<file path="src/rtl/alt_vipcto131_common_sample_serializer.sv">
// Output-side sample serializer: holds one parallel pixel sample and sends it downstream
// either one colour plane per beat (SD) or the whole sample in one beat (HD).
module alt_vipcto131_common_sample_serializer #(
    parameter int NUMBER_OF_COLOUR_PLANES      = 3,
    parameter int LOG2_NUMBER_OF_COLOUR_PLANES = 2,
    parameter int BPS                          = 8
) (
    input  logic                                      clk,
    input  logic                                      rst_n,
    input  logic                                      sclr,
    input  logic                                      hd_sdn,
    input  logic [NUMBER_OF_COLOUR_PLANES*BPS-1:0]    din_data,
    input  logic                                      din_valid,
    output logic                                      din_ready,
    output logic [NUMBER_OF_COLOUR_PLANES*BPS-1:0]    dout_data,
    output logic                                      dout_valid,
    input  logic                                      dout_ready,
    output logic                                      start_of_sample,
    output logic                                      end_of_sample,
    output logic [LOG2_NUMBER_OF_COLOUR_PLANES-1:0]   plane_ticks
);

    localparam int N  = NUMBER_OF_COLOUR_PLANES;
    localparam int LW = LOG2_NUMBER_OF_COLOUR_PLANES;
    localparam int W  = N * BPS;

    // Select colour plane idx out of a packed sample.
    function automatic logic [BPS-1:0] plane_sel(input logic [W-1:0] smp, input logic [LW-1:0] idx);
        logic [BPS-1:0] res;
        res = '0;
        for (int k = 0; k < N; k++) begin
            if (int'(idx) == k) begin
                res = smp[k*BPS +: BPS];
            end else begin
                res = res;
            end
        end
        return res;
    endfunction

    function automatic logic is_last_idx(input logic [LW-1:0] idx);
        return (int'(idx) == (N - 1));
    endfunction

    logic [W-1:0]  sample_q, sample_d;
    logic          hd_q, hd_d;
    logic          full_q, full_d;
    logic [LW-1:0] cnt_q, cnt_d;

    logic [W-1:0]  dout_data_q, dout_data_d;
    logic          sos_q, sos_d;
    logic          eos_q, eos_d;
    logic [LW-1:0] plane_q, plane_d;

    logic last_s;
    logic fire_out_s;
    logic ready_core_s;
    logic accept_s;

    // Handshake decode from the registered state.
    always_comb begin
        last_s       = full_q & (hd_q | is_last_idx(cnt_q));
        fire_out_s   = full_q & dout_ready;
        ready_core_s = ~sclr & (~full_q | (dout_ready & last_s));
        accept_s     = din_valid & ready_core_s;
    end

    // rst_n only masks the output port; the internal accept path never needs it because
    // every flop is held in reset while rst_n is low.
    assign din_ready = rst_n & ready_core_s;

    // Next-state for the hold register and plane counter.
    always_comb begin
        sample_d = sample_q;
        hd_d     = hd_q;
        full_d   = full_q;
        cnt_d    = cnt_q;
        if (sclr) begin
            sample_d = '0;
            hd_d     = 1'b0;
            full_d   = 1'b0;
            cnt_d    = '0;
        end else if (accept_s) begin
            sample_d = din_data;
            hd_d     = hd_sdn;
            full_d   = 1'b1;
            cnt_d    = '0;
        end else if (fire_out_s && !last_s) begin
            cnt_d = cnt_q + LW'(1'b1);
        end else if (fire_out_s) begin
            full_d = 1'b0;
            cnt_d  = '0;
        end else begin
            sample_d = sample_q;
            cnt_d    = cnt_q;
        end
    end

    // Output values are derived from next state so the ports come straight from flops.
    always_comb begin
        dout_data_d = '0;
        if (full_d) begin
            if (hd_d) begin
                dout_data_d = sample_d;
            end else begin
                dout_data_d[BPS-1:0] = plane_sel(sample_d, cnt_d);
            end
        end else begin
            dout_data_d = '0;
        end
        sos_d   = full_d & (cnt_d == '0);
        eos_d   = full_d & (hd_d | is_last_idx(cnt_d));
        plane_d = hd_d ? '0 : cnt_d;
    end

    // State and output registers.
    always_ff @(posedge clk or negedge rst_n) begin
        if (!rst_n) begin
            sample_q    <= '0;
            hd_q        <= 1'b0;
            full_q      <= 1'b0;
            cnt_q       <= '0;
            dout_data_q <= '0;
            sos_q       <= 1'b0;
            eos_q       <= 1'b0;
            plane_q     <= '0;
        end else begin
            sample_q    <= sample_d;
            hd_q        <= hd_d;
            full_q      <= full_d;
            cnt_q       <= cnt_d;
            dout_data_q <= dout_data_d;
            sos_q       <= sos_d;
            eos_q       <= eos_d;
            plane_q     <= plane_d;
        end
    end

    assign dout_valid      = full_q;
    assign dout_data       = dout_data_q;
    assign start_of_sample = sos_q;
    assign end_of_sample   = eos_q;
    assign plane_ticks     = plane_q;

endmodule
</file>
<file path="config.mk">
export PLATFORM = sky130hd
export DESIGN_NAME = alt_vipcto131_common_sample_serializer
export DESIGN_NICKNAME = d
export VERILOG_FILES = /design/src/rtl/alt_vipcto131_common_sample_serializer.sv
export SDC_FILE = /design/constraint.sdc
export NUM_CORES = 1
export LEC_CHECK = 0
export BUFFER_PORTS_ARGS = -buffer_cell sky130_fd_sc_hd__buf_2
export CORE_UTILIZATION = 56
export DETAILED_ROUTE_END_ITERATION = 7
export GPL_ROUTABILITY_DRIVEN = 1
export GPL_TIMING_DRIVEN = 0
export HOLD_SLACK_MARGIN = 0.06
export PLACE_DENSITY = 0.83
export REMOVE_ABC_BUFFERS = 1
export SYNTH_ARGS = -nofsm -noshare
export SYNTH_HDL_FRONTEND = slang
export SYNTH_SLANG_ARGS = --single-unit
</file>
<file path="constraint.sdc">
create_clock -name clk -period 4.6 [get_ports clk]
set_input_delay 1.15 -clock clk [delete_from_list [all_inputs] [get_ports clk]]
set_output_delay 1.15 -clock clk [all_outputs]
set_load 0.1 [all_outputs]
</file>
==> qor.txt <==
Status: finished, final reports clean
Syn Area/Cell: 11.8 um2
WHS: 0.531 ns
Critical Path Source Type: input port
Leakage: 1.45 nW
Max_slew headroom: 19.4%
Final hold violations: 0
Asr flop ratio synth: 100%
Top-area cell type share of the netlist area: 58.8%
Post-synth top area cell: dfrtp_1
R2r startpoint: cnt_q[0]$_DFF_PN0_
Pin count of the biggest net entering global routing: 58
Final Instance Count excl. Fillers: 309
FP Rows: 23
CP arrival: 2.79 ns
Multi-input logic area: 868 um2
Most common cell in the netlist: dfrtp_1
Max Freq: 254 MHz
Seq/Total Area, Yosys: 58.8%
Main area contributors after synthesis: dfrtp_1 (59%), mux2i_1 (11%), nor2_1 (5.7%)
Clk_lat worst skew: 0.31 ns
Total CTS buffers: 5
Post-Synthesis Cells: 202
Highest routed layer: met4
Initial antenna violation count: 0
Reg2reg setup slack: 2.32 ns
VDD IR max: 199 uV
Remaining global-route overflow: 0
Met2 wire length: 2300 um
Final setup fails: 0
Min Clock Period, post-route: 3.94 ns
Tot Pwr: 0.993 mW
RSZ-0062 raised after global routing: false
Die ar.: 0.00452 mm2
Worst slew pin tran: 1.21 ns
CP dominant cell by count: buf_2
Top cells by count, synth: dfrtp_1 (56), nor2_1 (36), mux2i_1 (26)
Share of cells above drive strength 1: 31.3%
Cell area after synthesis: 0.00238 mm2
Drt first pass iters: 4
Drt drc: 0
Num ports: 60
Layout Nets: 289
Die width: 67.2 um
Post-CTS setup buffers: 0
Min-Delay Startpoint: sample_q[2]$_DFF_PN0_
Max Cap Violations: 0
Reg2reg end: dout_data[7]$_DFF_PN0_
Clock slew at reported path FFs: 0.10 ns
Resized Gates After CTS: 0
Type of the worst min-delay path: reg2reg
First-pass GRT wire length: 6980 um
Chip height: 67.2 um
Flops & latches, synth: 56
Synth unique cells: 37
Endpoint, Worst Hold: sample_q[2]$_DFF_PN0_
Post-cts hold buffer count: 0
CTS H-tree lvls: 2
Via count: 1644
Final Max Slew Viols: 0
Dpl ws: 0.590 ns
WL final: 4540 um
PortBufs: 59
Met3 Wirelength: 154 um
Clock Tree Buf Depth: 2
Fillers: 309
Synth Flop Type: dfrtp_1
Pwr Density: 356 mW/mm2
Required time worst endpoint: 3.45 ns
Crit Path Class: in2out
Slowest Stage Delay on Critical Path: 0.88 ns
Total track usage: 21.4%
Number of global-route vias before repair: 1553
Number of flops mapped to enable cells by yosys: 0
Cells after DPL: 301
Setup TNS: 0 ns
Synth Warn #: 0
Register area: 0.00140 mm2
Final worst path period share: 85.6%
Initial Util: 58.7%
Crit. End Element: primary output
DRT met1 WL: 2010 um
Setup WS post-layout: 0.662 ns
Detail Placement HPWL: 3060 um
CTS sink cnt: 56
Initial DRC Count: 112
Worst hold path cell count: 2
DR vias/cell: 5.32
N_diodes: 0
Crit path max-delay family: buffers and inverters
Clock root buffer master: clkbuf_8
Reg2reg path depth: 7
Final GP Congestion: 0.768
Crit-path cells: buf_2 > and3_1 > buf_2
Critical path peak fanout: 57
Mean routed wirelength per cell: 14.7 um
Antenna Nets Post-Route: 0
CTS tree: built
Worst Skew: 0.0116 ns
CP Buf/Inv Count: 2
Area grow syn2layout: 16.9%
Core area: 0.00406 mm2
Crit path max-delay cell type: buf_2
tightest hold or removal path, delay by kind of cell (launching register included):
family	cells	cell delay, ns
AND/OR/NAND/NOR	1	0.08
flip-flops	1	0.34
multiplexers	1	0.08
layout make-up:
type                    instances  area share (%)
inverters                      14            1.89
clock inverters                 2           0.494
multi-input cells             121            31.2
repair buffers                 60            11.3
well taps                      50            2.25
clock buffers                   6            2.60
flip-flops and latches         56            50.3
sequential cells by signal, indices dropped and copies added (netlist names):
signal,cells
dout_data,24
sample_q,24
cnt_q,2
plane_ticks,2
dout_valid,1
end_of_sample,1
hd_q,1
start_of_sample,1
where the power goes:
part           leakage, nW  total, mW  switching, mW  internal [mW]
clock               0.0456      0.266          0.158          0.109
sequential           0.760      0.525         0.0105          0.515
combinational        0.646      0.201          0.150         0.0506
kinds of logic (layout without fill, tap and decap cells):
logic type / Yosys count / after routing / share of synthesized area [%]
AOI/OAI and AO/OA: 33 / 33 / 12.7
adders and majority gates: 1 / 1 / 0.525
buffers and inverters: 25 / 82 / 5.25
DFF: 56 / 56 / 58.8
muxes: 26 / 26 / 10.9
and+or+nand+nor: 61 / 61 / 11.8
per-stage QoR:
step	util, %	cell area [um2]
CTS	68.7	2790
global placement	65.8	2670
finish	68.7	2790
floorplan	-	2310
global route	68.7	2790
detailed placement	66.5	2700
placed cells by master, fill, tap and decap left out, drive strengths merged, types with 2 or more instances in the layout:
| cell | Yosys | routed |
|---|---|---|
| mux2i | 26 | 26 |
| clkbuf | 4 | 6 |
| o2bb2ai | 7 | 7 |
| dfrtp | 56 | 56 |
| buf | 7 | 60 |
| nand2 | 5 | 5 |
| o21ai | 2 | 2 |
| a21oi | 4 | 4 |
| nand2b | 3 | 3 |
| a211oi | 2 | 2 |
| nor3 | 9 | 9 |
| and3 | 2 | 2 |
| nor2 | 36 | 36 |
| o22ai | 7 | 7 |
| inv | 14 | 15 |
| nor2b | 3 | 3 |
metal layers:
metal | vias up | GRT usage, %
met5 | - | 0
met4 | 0 | 8.78
met3 | 7 | 4.05
met2 | 41 | 36.4
met1 | 795 | 26.7
li1 | 801 | -
how the worst max path moves through the flow:
stage / startpoint / to / slack, ns / cells past startpoint
4_1_cts: rst_n / din_ready / 0.60 / 3
5_1_grt: rst_n / din_ready / 0.46 / 3
2_1_floorplan: dout_ready / dout_data[7]$_DFF_PN0_ / 0.72 / 5
6_report: rst_n / din_ready / 0.66 / 3
3_5_place_dp: rst_n / din_ready / 0.59 / 3
3_3_place_gp: dout_ready / dout_data[7]$_DFF_PN0_ / -0.24 / 6
Power figures use the tool's default switching activity.
